[src/rtl/tof_i2c_arbiter.sv]
// tof_i2c_arbiter
//
// Round-robin scheduler that shares the single I2C master engine among the
// ToF sensor FSMs. A sensor asks for the bus by holding its req bit, receives
// an exclusive one-hot grant, and gives the bus back with a one-cycle done
// pulse. A grant is also withdrawn when the sensor drops its request, when
// its enable bit is cleared, or when it has held the bus for TIMEOUT_CYC
// cycles. After every release the bus stays idle for GUARD_CYC cycles before
// the next grant.
//
// Parameters
//   N_SENS       number of requesters
//   ID_W         width of a sensor index, clog2(N_SENS)
//   TIMEOUT_CYC  maximum grant length in clk cycles, 1..65535
//   GUARD_CYC    idle cycles between two grants, 0..255
//
// Ports
//   clk             system clock (clk_main domain)
//   rst             synchronous active-high reset
//   req             level request per sensor FSM
//   done            single-cycle release pulse per sensor FSM
//   enable_mask     1 = sensor may be granted (from ToF_CMD_in)
//   clr_status      pulse, clears timeout_sticky
//   grant           registered one-hot (or zero) bus grant
//   busy            high while a grant is active
//   active_id       index of the granted sensor, holds its value when idle
//   timeout_pulse   one-cycle pulse when a grant is revoked by timeout
//   timeout_sticky  per-sensor latched timeout flags (for ToF_CMD_out)

module tof_i2c_arbiter #(
  parameter int N_SENS      = 8,
  localparam int ID_W       = $clog2(N_SENS),
  parameter int TIMEOUT_CYC = 65535,
  parameter int GUARD_CYC   = 4
) (
  input  logic              clk,
  input  logic              rst,
  input  logic [N_SENS-1:0] req,
  input  logic [N_SENS-1:0] done,
  input  logic [N_SENS-1:0] enable_mask,
  input  logic              clr_status,
  output logic [N_SENS-1:0] grant,
  output logic              busy,
  output logic [ID_W-1:0]   active_id,
  output logic              timeout_pulse,
  output logic [N_SENS-1:0] timeout_sticky
);

  typedef enum logic [1:0] {
    IDLE  = 2'd0,
    GRANT = 2'd1,
    GUARD = 2'd2
  } state_t;

  // The grant counter starts at 0 in the first granted cycle, so reaching
  // TIMEOUT_CYC-1 marks the last cycle the grant may be held.
  localparam logic [15:0] TO_LAST    = 16'(TIMEOUT_CYC - 1);
  localparam logic [7:0]  GUARD_LAST = 8'(GUARD_CYC - 1);

  state_t              state;
  state_t              state_nxt;
  logic [N_SENS-1:0]   grant_nxt;
  logic [ID_W-1:0]     active_id_nxt;
  logic [ID_W-1:0]     last_id;
  logic [ID_W-1:0]     last_id_nxt;
  logic [15:0]         cnt;
  logic [15:0]         cnt_nxt;
  logic [7:0]          guard_cnt;
  logic [7:0]          guard_cnt_nxt;
  logic                timeout_pulse_nxt;
  logic [N_SENS-1:0]   timeout_set;
  logic [N_SENS-1:0]   sticky_nxt;

  logic [N_SENS-1:0]   eligible;
  logic                pick_found;
  logic [ID_W-1:0]     pick_id;
  logic                release_now;

  assign eligible = req & enable_mask;

  // Round-robin pick: search upward starting one past the last granted
  // sensor and wrap, so the most recently served sensor is considered last.
  // This is evaluated every cycle but only used in IDLE, which is what lets
  // an enable_mask change land in the same edge's arbitration.
  always_comb begin
    logic [ID_W-1:0] cand;
    pick_found = 1'b0;
    pick_id    = last_id;
    cand       = '0;
    for (int off = 1; off <= N_SENS; off++) begin
      cand = ID_W'((int'(last_id) + off) % N_SENS);
      if (!pick_found && eligible[cand]) begin
        pick_found = 1'b1;
        pick_id    = cand;
      end
    end
  end

  // Next-state and next-output logic. Everything holds by default; only the
  // state being serviced changes the registers it owns. In GRANT the release
  // causes are checked in priority order: a done pulse from the owner is a
  // clean release, a withdrawn request or enable is a silent revoke, and
  // only when neither applies does the timeout count against the sensor.
  always_comb begin
    state_nxt         = state;
    grant_nxt         = grant;
    active_id_nxt     = active_id;
    last_id_nxt       = last_id;
    cnt_nxt           = cnt;
    guard_cnt_nxt     = guard_cnt;
    timeout_pulse_nxt = 1'b0;
    timeout_set       = '0;
    release_now       = 1'b0;

    case (state)
      IDLE: begin
        if (pick_found) begin
          grant_nxt     = N_SENS'(1) << pick_id;
          active_id_nxt = pick_id;
          last_id_nxt   = pick_id;
          cnt_nxt       = '0;
          state_nxt     = GRANT;
        end
      end

      GRANT: begin
        cnt_nxt = cnt + 16'd1;
        if (done[active_id]) begin
          release_now = 1'b1;
        end else if (!req[active_id] || !enable_mask[active_id]) begin
          release_now = 1'b1;
        end else if (cnt == TO_LAST) begin
          release_now       = 1'b1;
          timeout_pulse_nxt = 1'b1;
          timeout_set       = N_SENS'(1) << active_id;
        end

        if (release_now) begin
          grant_nxt = '0;
          if (GUARD_CYC == 0) begin
            state_nxt = IDLE;
          end else begin
            state_nxt     = GUARD;
            guard_cnt_nxt = '0;
          end
        end
      end

      GUARD: begin
        guard_cnt_nxt = guard_cnt + 8'd1;
        if (guard_cnt == GUARD_LAST) begin
          state_nxt = IDLE;
        end
      end

      default: begin
        state_nxt = IDLE;
        grant_nxt = '0;
      end
    endcase

    // A new timeout flag beats a simultaneous clear for that bit only.
    sticky_nxt = (clr_status ? '0 : timeout_sticky) | timeout_set;
  end

  // State and output registers. Reset leaves last_id at the top index so the
  // first search after reset begins at sensor 0, and it drops any grant in
  // progress without reporting a timeout.
  always_ff @(posedge clk) begin
    if (rst) begin
      state          <= IDLE;
      grant          <= '0;
      active_id      <= '0;
      last_id        <= ID_W'(N_SENS - 1);
      cnt            <= '0;
      guard_cnt      <= '0;
      timeout_pulse  <= 1'b0;
      timeout_sticky <= '0;
    end else begin
      state          <= state_nxt;
      grant          <= grant_nxt;
      active_id      <= active_id_nxt;
      last_id        <= last_id_nxt;
      cnt            <= cnt_nxt;
      guard_cnt      <= guard_cnt_nxt;
      timeout_pulse  <= timeout_pulse_nxt;
      timeout_sticky <= sticky_nxt;
    end
  end

  assign busy = (state == GRANT);

  // Structural invariants of the arbiter: the bus is never shared, busy
  // tracks the grant exactly, and a timeout pulse only follows a revoke.
  a_grant_onehot0 : assert property (@(posedge clk) disable iff (rst)
    $onehot0(grant));
  a_busy_matches_grant : assert property (@(posedge clk) disable iff (rst)
    busy == (grant != '0));
  a_pulse_no_grant : assert property (@(posedge clk) disable iff (rst)
    timeout_pulse |-> (grant == '0));

endmodule

[config.mk]
export PLATFORM = sky130hd
export DESIGN_NAME = tof_i2c_arbiter
export DESIGN_NICKNAME = d
export VERILOG_FILES = /design/src/rtl/tof_i2c_arbiter.sv
export SDC_FILE = /design/constraint.sdc
export NUM_CORES = 1
export LEC_CHECK = 0
export ABC_CLOCK_PERIOD_IN_PS = 4500
export CAP_MARGIN = 30
export CORE_ASPECT_RATIO = 1.1
export CORE_MARGIN = 3
export CORE_UTILIZATION = 55
export DETAILED_ROUTE_END_ITERATION = 16
export GPL_ROUTABILITY_DRIVEN = 0
export HOLD_SLACK_MARGIN = 0.15
export PLACE_DENSITY = 0.81
export SLEW_MARGIN = 20
export SYNTH_ARGS = -nofsm -noshare
export SYNTH_HDL_FRONTEND = slang
export SYNTH_SLANG_ARGS = --single-unit
[constraint.sdc]
create_clock -name clk -period 4.5 [get_ports clk]
set_clock_uncertainty 0.15 [all_clocks]
set_input_delay 0.45 -clock clk [delete_from_list [all_inputs] [get_ports clk]]
set_output_delay 0.45 -clock clk [all_outputs]
set_load 0.01 [all_outputs]
==> flow_summary_export.csv <==
group,metric,value,unit
placement,detailed_place_hpwl,6635,um
synthesis,yosysMostFrequentCell,"dfxtp_1",
detailed_routing,drt-initial-drc-count,218,
clocking,cts-root-buf,"clkbuf_8",
synthesis,synth_commonest_cells,"dfxtp_1 (49), nor2_1 (42), nand2_1 (41), a21oi_1 (34), o21ai_0 (23)",
floorplanning,fp.dieArea,0.007026,mm2
cells_and_area,n_antenna_cell,0,
setup_path,reg2reg_from,"last_id[0]",
sta,post-route-period-util,86.16,%
setup_path,cp_slowest_cell,"mux4_2",
sta,max-slew-margin-rel,55.37,%
setup_path,r2r_setup_slack,0.62,ns
synthesis,synth_top_cell_area_share,29.45,%
detailed_routing,drc,0,
cells_and_area,nNetsFinal,474,
cells_and_area,layout-drive-gt1-share,12.19,%
setup_path,cp.arrival,3.93,ns
pwr,p_leak,1.392,nW
synthesis,synth_ff_type,"dfxtp_1",
floorplanning,coreArea,0.005806,mm2
placement,io_buffers,47,
floorplanning,rows,29,
detailed_routing,drt_pass1_iterations,5,
sta,rsz0062_at_grt,"no",
synthesis,netlist_area,0.003331,mm2
clocking,cts_resized,0,
detailed_routing,wl,8678,um
synthesis,yosysUniqueCellTypes,64,
pwr,ir_worst_vdd,0.3596,mV
synthesis,avgSynthCellArea,8.285,um2
detailed_routing,wl_per_cell,16.69,um
global_routing,grt_pass1_wl,14280,um
synthesis,async_flop_share,0,%
clocking,cts_buffers,5,
global_routing,grt_antenna_before_repair,0,
clocking,postCtsSetupBuffers,0,
detailed_routing,ant_nets,0,
synthesis,synth-edff-count,0,
clocking,htree_levels,2,
sta,drv_slew,0,
clocking,cts.sink_count,49,
global_routing,grt_max_degree,36,
pwr,power_density,609.2,mW/mm2
sta,timing.final.hold_violations,0,
sta,worst_slew_pin_slew,0.6625,ns
floorplanning,io_pins,48,
cells_and_area,syn2layout_area_growth,17.77,%
synthesis,ys_ff_latch,49,
synthesis,syn-instance-count,402,
setup_path,worst-path-buf-inv,3,
synthesis,yosys-top-cells-area,"dfxtp_1 (29%), mux4_2 (9.5%), a21oi_1 (5.1%)",
sta,clock.fmax,0.2579,GHz
worst_hold_path,hold_path_depth,1,
detailed_routing,vias,3274,
synthesis,yosysTopAreaCell,"dfxtp_1",
setup_path,startpoint_type,"flip-flop",
setup_path,cp_cell_sequence,"inv_4 > ha_1 > inv_1 > mux4_2 > a211o_1 > nor4_2 > or3_1 > buf_4 > nor3_2 > a32o_1",
setup_path,reg2reg_depth,10,
sta,min_period,3.877,ns
synthesis,synth_nets,434,
job,drv_cap,0,
clocking,clkLatencyLatePin,0.30,ns
setup_path,max_stage_delay,0.63,ns
sta,setup_violations,0,
synthesis,yosysSeqAreaShare,29.45,%
setup_path,path_max_fanout,12,
setup_path,end_kind,"flip-flop",
clocking,cts_tree,"yes",
clocking,cts_buffer_depth,2,
floorplanning,start_util,57.37,%
floorplanning,die_w,80.20,um
setup_path,reg2reg_to,"grant[7]",
global_routing,grt_usage,25.24,%
setup_path,worstSetupPathType,"flip-flop to flip-flop",
sta,setup_tns,0,ns
clocking,cts_hold_buf,0,
global_routing,grt.overflow.total,0,
setup_path,required,4.55,ns
synthesis,yosysWarningCount,0,
setup_path,crit_family,"simple AND/OR/NAND/NOR gates",
worst_hold_path,min_to,"grant[6]",
clocking,cts.clk_slew.worst_paths,0.09,ns
worst_hold_path,hp-class,"flip-flop to flip-flop",
detailed_routing,avgViaCountPerCell,6.296,
cells_and_area,fin_util,67.56,%
worst_hold_path,min_from,"grant[6]",
global_routing,grt_pass1_vias,3150,
floorplanning,die_y,87.62,um
status,status,"complete, no violations",
==> sequential cells by signal (all words and copies together) (netlist names) <==
name / flops
timeout_pulse: 1
active_id: 3
last_id: 3
timeout_sticky: 8
cnt: 16
guard_cnt: 8
state: 2
grant: 8
==> cell type report <==
cell class	instances	area [um2]
multi-input cells	322	2198
fillers	486	1883
flip-flops and latches	49	980.9
repair buffers	51	500.5
well taps	77	96.34
clock buffers	5	68.82
inverters	13	51.30
clock inverters	3	26.28
==> layout by cell type (no fill, tap or decap), drive strengths merged, types with 5 or more instances in the layout <==
cell type      Yosys  layout
a21oi             35      35
a31oi              6       6
a32o              10      10
a32oi              5       5
and2              11      11
and3               7       7
clkbuf            12       5
clkdlybuf4s50      0      47
dfxtp             49      49
ha                 5       5
inv               13      14
mux2i              8       8
mux4              14      14
nand2             42      42
nand3             20      20
nor2              42      42
nor3               9       9
o211ai             9       9
o21ai             30      30
or2                8       8
or3                8       8
==> power by group <==
part	internal [mW]	switching, mW	leakage, nW
combinational	0.644	0.888	0.952
clock	0.113	0.154	0.0423
sequential	0.501	0.0892	0.397
total	1.26	1.13	1.39
==> cells by family (layout without fill, tap and decap cells) <==
| logic type | after synthesis | after routing | synth area share [%] |
|---|---|---|---|
| flops | 49 | 49 | 29.45 |
| xor+xnor | 5 | 5 | 1.541 |
| simple gates | 169 | 169 | 25.62 |
| fa+ha+maj | 5 | 5 | 1.878 |
| mux | 22 | 22 | 12.36 |
| buf+inv | 31 | 72 | 4.546 |
| compound gates | 121 | 121 | 24.61 |
==> worst register-to-register path: stages (launching register included) <==
cell and delay [ns]:
dfxtp_1 0.56, inv_4 0.12, ha_1 0.47, inv_1 0.26, mux4_2 0.63, a211o_1 0.33, nor4_2 0.35, or3_1 0.35
buf_4 0.24, nor3_2 0.09, a32o_1 0.24
==> how the worst max path moves through the flow <==
stage                from       end  depth (start not counted)
2_1_floorplan  last_id[0]  grant[0]                         12
3_3_place_gp   last_id[0]  grant[7]                         10
3_5_place_dp   last_id[0]  grant[7]                         10
4_1_cts        last_id[0]  grant[7]                         10
5_1_grt        last_id[0]  grant[7]                         10
6_report       last_id[0]  grant[7]                         10
==> per-stage QoR <==
step | instances | area [um2] | power (mW) | hold WS [ns] | worst slack [ns]
5_1_grt | 520 | 3923 | 2.556 | 0.3496 | 0.3490
2_1_floorplan | 402 | 3331 | 1.749 | 0.2821 | 1.320
6_report | 520 | 3923 | 2.389 | 0.3269 | 0.6229
3_5_place_dp | 512 | 3827 | 2.099 | 0.3149 | 0.6547
4_1_cts | 520 | 3923 | 2.373 | 0.3387 | 0.6361
3_3_place_gp | 512 | 3827 | 2.065 | 0.3066 | 0.7721
==> per-layer routing <==
metal  track usage, %  wire length [um]  vias to the layer above
li1                 -                 -                     1586
met1            31.38              3679                     1544
met2            44.28              4340                      125
met3            4.527               498                       19
met4            8.295               159                        0
met5                0                 0                        -
Power figures use the tool's default switching activity.
